**config.mk**
```make
export PLATFORM = sky130hd
export DESIGN_NAME = fetch_ctrl
export DESIGN_NICKNAME = d
export VERILOG_FILES = /design/src/rtl/fetch_pkg.sv /design/src/rtl/branch_lut.sv /design/src/rtl/fetch_ctrl.sv
export SDC_FILE = /design/constraint.sdc
export NUM_CORES = 1
export LEC_CHECK = 0
export CORE_ASPECT_RATIO = 0.7
export CORE_MARGIN = 2
export CORE_UTILIZATION = 30
export CTS_CLUSTER_DIAMETER = 50
export CTS_CLUSTER_SIZE = 25
export DETAILED_ROUTE_END_ITERATION = 10
export PLACE_DENSITY = 0.45
export SETUP_SLACK_MARGIN = 0.1
export SYNTH_ARGS = -nofsm -noshare
export SYNTH_HDL_FRONTEND = slang
export SYNTH_SLANG_ARGS = --single-unit
```
**constraint.sdc**
```tcl
create_clock -name Clk -period 6.5 [get_ports Clk]
set_clock_uncertainty 0.1 [all_clocks]
set_input_delay 0.975 -clock Clk [delete_from_list [all_inputs] [get_ports Clk]]
set_output_delay 0.975 -clock Clk [all_outputs]
set_load 0.005 [all_outputs]
```
**src/rtl/fetch_pkg.sv**
```systemverilog
// Shared types and default sizes for the program sequencer and its branch LUT.
package fetch_pkg;

  typedef enum logic [1:0] {
    IDLE = 2'd0,
    RUN  = 2'd1,
    DONE = 2'd2
  } state_t;

  localparam int PC_W_DEF  = 10;
  localparam int LUT_N_DEF = 16;
  localparam int LUT_IDX_W = $clog2(LUT_N_DEF);

endpackage

```
**src/rtl/branch_lut.sv**
```systemverilog
// Branch target table: one synchronous write port, one combinational read port.
module branch_lut
  import fetch_pkg::*;
#(
  parameter int PC_W  = PC_W_DEF,
  parameter int LUT_N = LUT_N_DEF,
  parameter int IDX_W = $clog2(LUT_N)
) (
  input  logic             clk,
  input  logic             reset,
  input  logic             we,
  input  logic [IDX_W-1:0] waddr,
  input  logic [PC_W-1:0]  wdata,
  input  logic [IDX_W-1:0] raddr,
  output logic [PC_W-1:0]  rdata
);

  logic [PC_W-1:0] mem [LUT_N];

  // NOTE: this array is reset entry by entry, so it maps to flops rather than
  // a RAM macro; acceptable at this size and required for a known table state.
  always_ff @(posedge clk) begin
    if (reset) begin
      for (int i = 0; i < LUT_N; i++) mem[i] <= '0;
    end else if (we) begin
      mem[waddr] <= wdata;
    end
  end

  // A read in the same cycle as a write to the same entry sees the old value.
  assign rdata = mem[raddr];

endmodule

```
**src/rtl/fetch_ctrl.sv**
```systemverilog
// Program sequencer driving InstFetch: IDLE/RUN/DONE FSM, watchdog, branch
// target resolution and saturating cycle/branch counters.
module fetch_ctrl
  import fetch_pkg::*;
#(
  parameter int          PC_W       = PC_W_DEF,
  parameter int          LUT_N      = LUT_N_DEF,
  parameter logic [15:0] MAX_CYCLES = 16'd4096,
  parameter int          IDX_W      = $clog2(LUT_N)
) (
  input  logic             Clk,
  input  logic             Reset,
  input  logic             Go,
  input  logic             Halt,
  input  logic             StallReq,
  input  logic             BrEn,
  input  logic             BrCond,
  input  logic             BrRel,
  input  logic [IDX_W-1:0] BrIdx,
  input  logic [PC_W-1:0]  PC,
  input  logic             LutWe,
  input  logic [IDX_W-1:0] LutAddr,
  input  logic [PC_W-1:0]  LutData,
  output logic             Start,
  output logic             Branch,
  output logic [PC_W-1:0]  Target,
  output logic             Running,
  output logic             Done,
  output logic             Timeout,
  output logic [15:0]      CycleCount,
  output logic [7:0]       BranchCount
);

  state_t          state;
  logic [PC_W-1:0] lut_rd;
  logic            wd_hit;

  branch_lut #(
    .PC_W  (PC_W),
    .LUT_N (LUT_N),
    .IDX_W (IDX_W)
  ) u_lut (
    .clk   (Clk),
    .reset (Reset),
    .we    (LutWe),
    .waddr (LutAddr),
    .wdata (LutData),
    .raddr (BrIdx),
    .rdata (lut_rd)
  );

  assign wd_hit = (CycleCount == MAX_CYCLES - 16'd1);

  // InstFetch controls are combinational so decode reaches the PC with no delay.
  // NOTE: every output gets a default first so no path leaves it unassigned,
  // which would otherwise infer a latch.
  always_comb begin
    Start  = 1'b1;
    Branch = 1'b0;
    Target = '0;
    if (state == RUN && !Halt && !wd_hit && !StallReq) begin
      Start = 1'b0;
      if (BrEn && BrCond) begin
        Branch = 1'b1;
        Target = BrRel ? PC + lut_rd : lut_rd;
      end
    end
  end

  // NOTE: sequential state uses non-blocking assignments so every register
  // samples pre-edge values, independent of statement order.
  always_ff @(posedge Clk) begin
    if (Reset) begin
      state       <= IDLE;
      Running     <= 1'b0;
      Done        <= 1'b0;
      Timeout     <= 1'b0;
      CycleCount  <= '0;
      BranchCount <= '0;
    end else begin
      case (state)
        IDLE: begin
          if (Go) begin
            state   <= RUN;
            Running <= 1'b1;
          end
        end
        RUN: begin
          if (CycleCount != 16'hFFFF) CycleCount <= CycleCount + 16'd1;
          if (Halt) begin
            state   <= DONE;
            Running <= 1'b0;
            Done    <= 1'b1;
          end else if (wd_hit) begin
            state   <= DONE;
            Running <= 1'b0;
            Done    <= 1'b1;
            Timeout <= 1'b1;
          end else if (Branch && BranchCount != 8'hFF) begin
            BranchCount <= BranchCount + 8'd1;
          end
        end
        DONE: ;  // sticky until Reset
        default: begin
          state   <= IDLE;
          Running <= 1'b0;
          Done    <= 1'b0;
        end
      endcase
    end
  end

endmodule

```
==> results.toml <==
[run_status]
outcome = "finished clean"

[cts]
cts_tree = "yes"
post_cts_buffers = 0
cts_resized = 0
clock_path_buffers = 2
clock_sinks = 188
htreeDepth = 4
clk_pin_slew_ps = 70
hold_buffers = 0
cts_buffers = 17
clock_latency_ps = 440
cts_root_buf = "clkbuf_16"

[synth]
synthesis.area_um2 = 9150
netlist_instances = 667
avgSynthCellArea_um2 = 13.7
synth_top_area_share_pct = 52.5
synth_edf_count = 160
synthTopCellsByArea = "edfxtp_1 53%, mux4_2 11%, and2_1 11%, dfxtp_1 6.1%, nor2_1 2.2%"
synthFlopType = "edfxtp_1"
seq_area_frac_synth_pct = 58.7
async_flop_share_pct = 0
synthDistinctLibCells = 44
synth_commonest_cells = "160 x and2_1, 160 x edfxtp_1, 53 x nor2_1"
ys_seq_elements = 188
yosys.area.top_type = "edfxtp_1"
yosysWarnings = 0
syn-num-nets = 716

[drt]
wl_per_cell_um = 21.2
remaining_drc_errors = 0
ant_nets = 0
via_per_inst = 4.76
drt_iter0_drc = 423
num_vias = 5508
routed_wl_mm = 24.6
drtPass1Iterations = 5

[sta]
worst_slew_pin_slew_ps = 830
finalSetupViolCount = 0
fin_crit_sh_pct = 91.2
maxSlewHeadroom_pct = 44.5
hold_violations = 0
max_freq_ghz = 0.169
drv_slew = 0
worst_hold_slack_ps = 381
fin_setup_tns_ps = 0
rsz0062_at_grt = "no"
layout_min_cycle_time_ps = 5930

[power_and_ir_drop]
power_frac_comb_pct = 11.0
pwr-share-clk_pct = 38.1
leakage_nw = 3.76
p_seq_share_pct = 50.9
internal_power_mw = 2.08
p_sw_uw = 648
p_per_area_nw_per_um2 = 250
max-vdd-ir-drop_mv = 0.165
switching_share_pct = 23.8

[global_routing]
gr-total-overflow = 0
grt_usage_pct = 16.4
antenna_found_initial = 3
grt_max_degree = 36
grt_first_pass_wirelength_mm = 36.9
first_global_vias = 5616

[setup_path]
r2r-end = "BranchCount[6]"
path_max_fanout = 12
ff2ff_setup_slack_ps = 3960
arrival_ps = 4860
worstSetupEndpointType = "primary output"
r2r_start = "CycleCount[12]"
required_ps = 5420
crit_type = "in2out"
startpoint_type = "input port"
r2r_cells = 7

[cells_and_area]
final_layout_size_suffix_gt1_share_pct = 15.7
antenna_cells = 0
final_cell_area_um2 = 10900
utilization_pct = 36.3
final_cells = 1158
area_delta_synth_final_pct = 19.1
layout.nets = 782

[flow_run]
cap_violations = 0

[hold_path]
min_to = "Timeout"
hp-class = "reg2reg"
holdCritStartpoint = "Timeout"
holdPathStages = 2

[placed_design]
dp_cells = 1126
hpwl_mm = 17.2
place.gp.congestion = 0.793
place_area_um2 = 10300
portBuffers = 75

[die]
ioPinCount = 76
rows = 53
dieWidth_um = 213
initial_core_util_pct = 30.4
die_h_um = 150
fp.dieArea_um2 = 31900
coreArea_um2 = 30000
==> worst max path at each step <==
stage,from,to,cells past startpoint
2_1_floorplan,BrIdx[1],Target[8],12
3_3_place_gp,BrIdx[0],Target[8],12
3_5_place_dp,BrIdx[0],Target[9],13
4_1_cts,BrIdx[0],Target[9],13
5_1_grt,BrIdx[0],Target[8],13
6_report,BrIdx[0],Target[9],12
==> registers in the layout (all words and copies together), names as in the netlist <==
register,flops
u_lut.mem,160
CycleCount,16
BranchCount,8
state,2
Done,1
Timeout,1
==> metrics by stage <==
| step | power (mW) | setup WS (ps) |
|---|---|---|
| after CTS | 2.75 | 508 |
| final | 2.72 | 570 |
| after floorplan | 1.59 | 1320 |
| after global placement | 1.71 | 498 |
| after detailed placement | 1.71 | 526 |
| after global routing | 2.82 | 218 |
==> routing by layer <==
layer  global-route usage (%)  vias up  routed length, um
li1                         -     2567                  -
met3                     5.18       13               1890
met1                     23.2     2774              11700
met5                        0        -                  0
met4                     3.88        0                177
met2                     24.3      154              10700
==> power groups by stage <==
stage / Combinational [mW] / Clock (mW) / Sequential [mW]
after floorplan: 0.188 / 0 / 1.40
after global placement: 0.299 / 0 / 1.41
after detailed placement: 0.301 / 0 / 1.41
after CTS: 0.302 / 1.06 / 1.39
after global routing: 0.326 / 1.11 / 1.39
final: 0.299 / 1.04 / 1.39
==> worst max-delay path, stage by stage <==
cell	delay, ps
buf_2	320
buf_4	300
mux4_2	540
mux4_2	520
ha_1	370
a21o_1	190
a21oi_1	170
a21oi_1	100
o21ai_0	320
mux2i_1	270
mux2i_1	230
clkdlybuf4s50_1	520
==> cell usage in the layout, fill, tap and decap left out, types with 5 or more instances in the layout <==
cell type	instances
and2_1	160
edfxtp_1	160
clkdlybuf4s50_1	73
nor2_1	53
mux4_2	46
dfxtp_1	28
or2_2	18
clkbuf_16	18
buf_4	16
nand2_1	15
xor2_1	14
nand4_1	13
xnor2_1	11
mux2i_1	11
ha_1	11
nor3_1	10
a21oi_1	9
o21ai_0	7
nand3_1	7
or3_1	6
nand2b_1	5
==> cell type report <==
type	count	area (um^2)
clock buffers	23	492
flip-flops and latches	188	5370
well taps	412	515
repair buffers	91	861
inverters	4	15.0
clock inverters	9	81.3
fillers	2885	19100
multi-input cells	431	3570
==> cells by family (layout without fill, tap and decap cells) <==
family                   Yosys count  after routing  share of synthesized area, %
AO/OA/AOI/OAI                     28             28                          1.98
XOR/XNOR                          25             25                          2.39
adder cells (fa/ha/maj)           12             12                          1.72
buffers and inverters             48            127                          2.34
flip-flops                       188            188                          58.7
multiplexers                      62             62                          13.8
AND/OR/NAND/NOR                  304            304                          19.1
No activity file was read; power rests on OpenSTA's default activity.
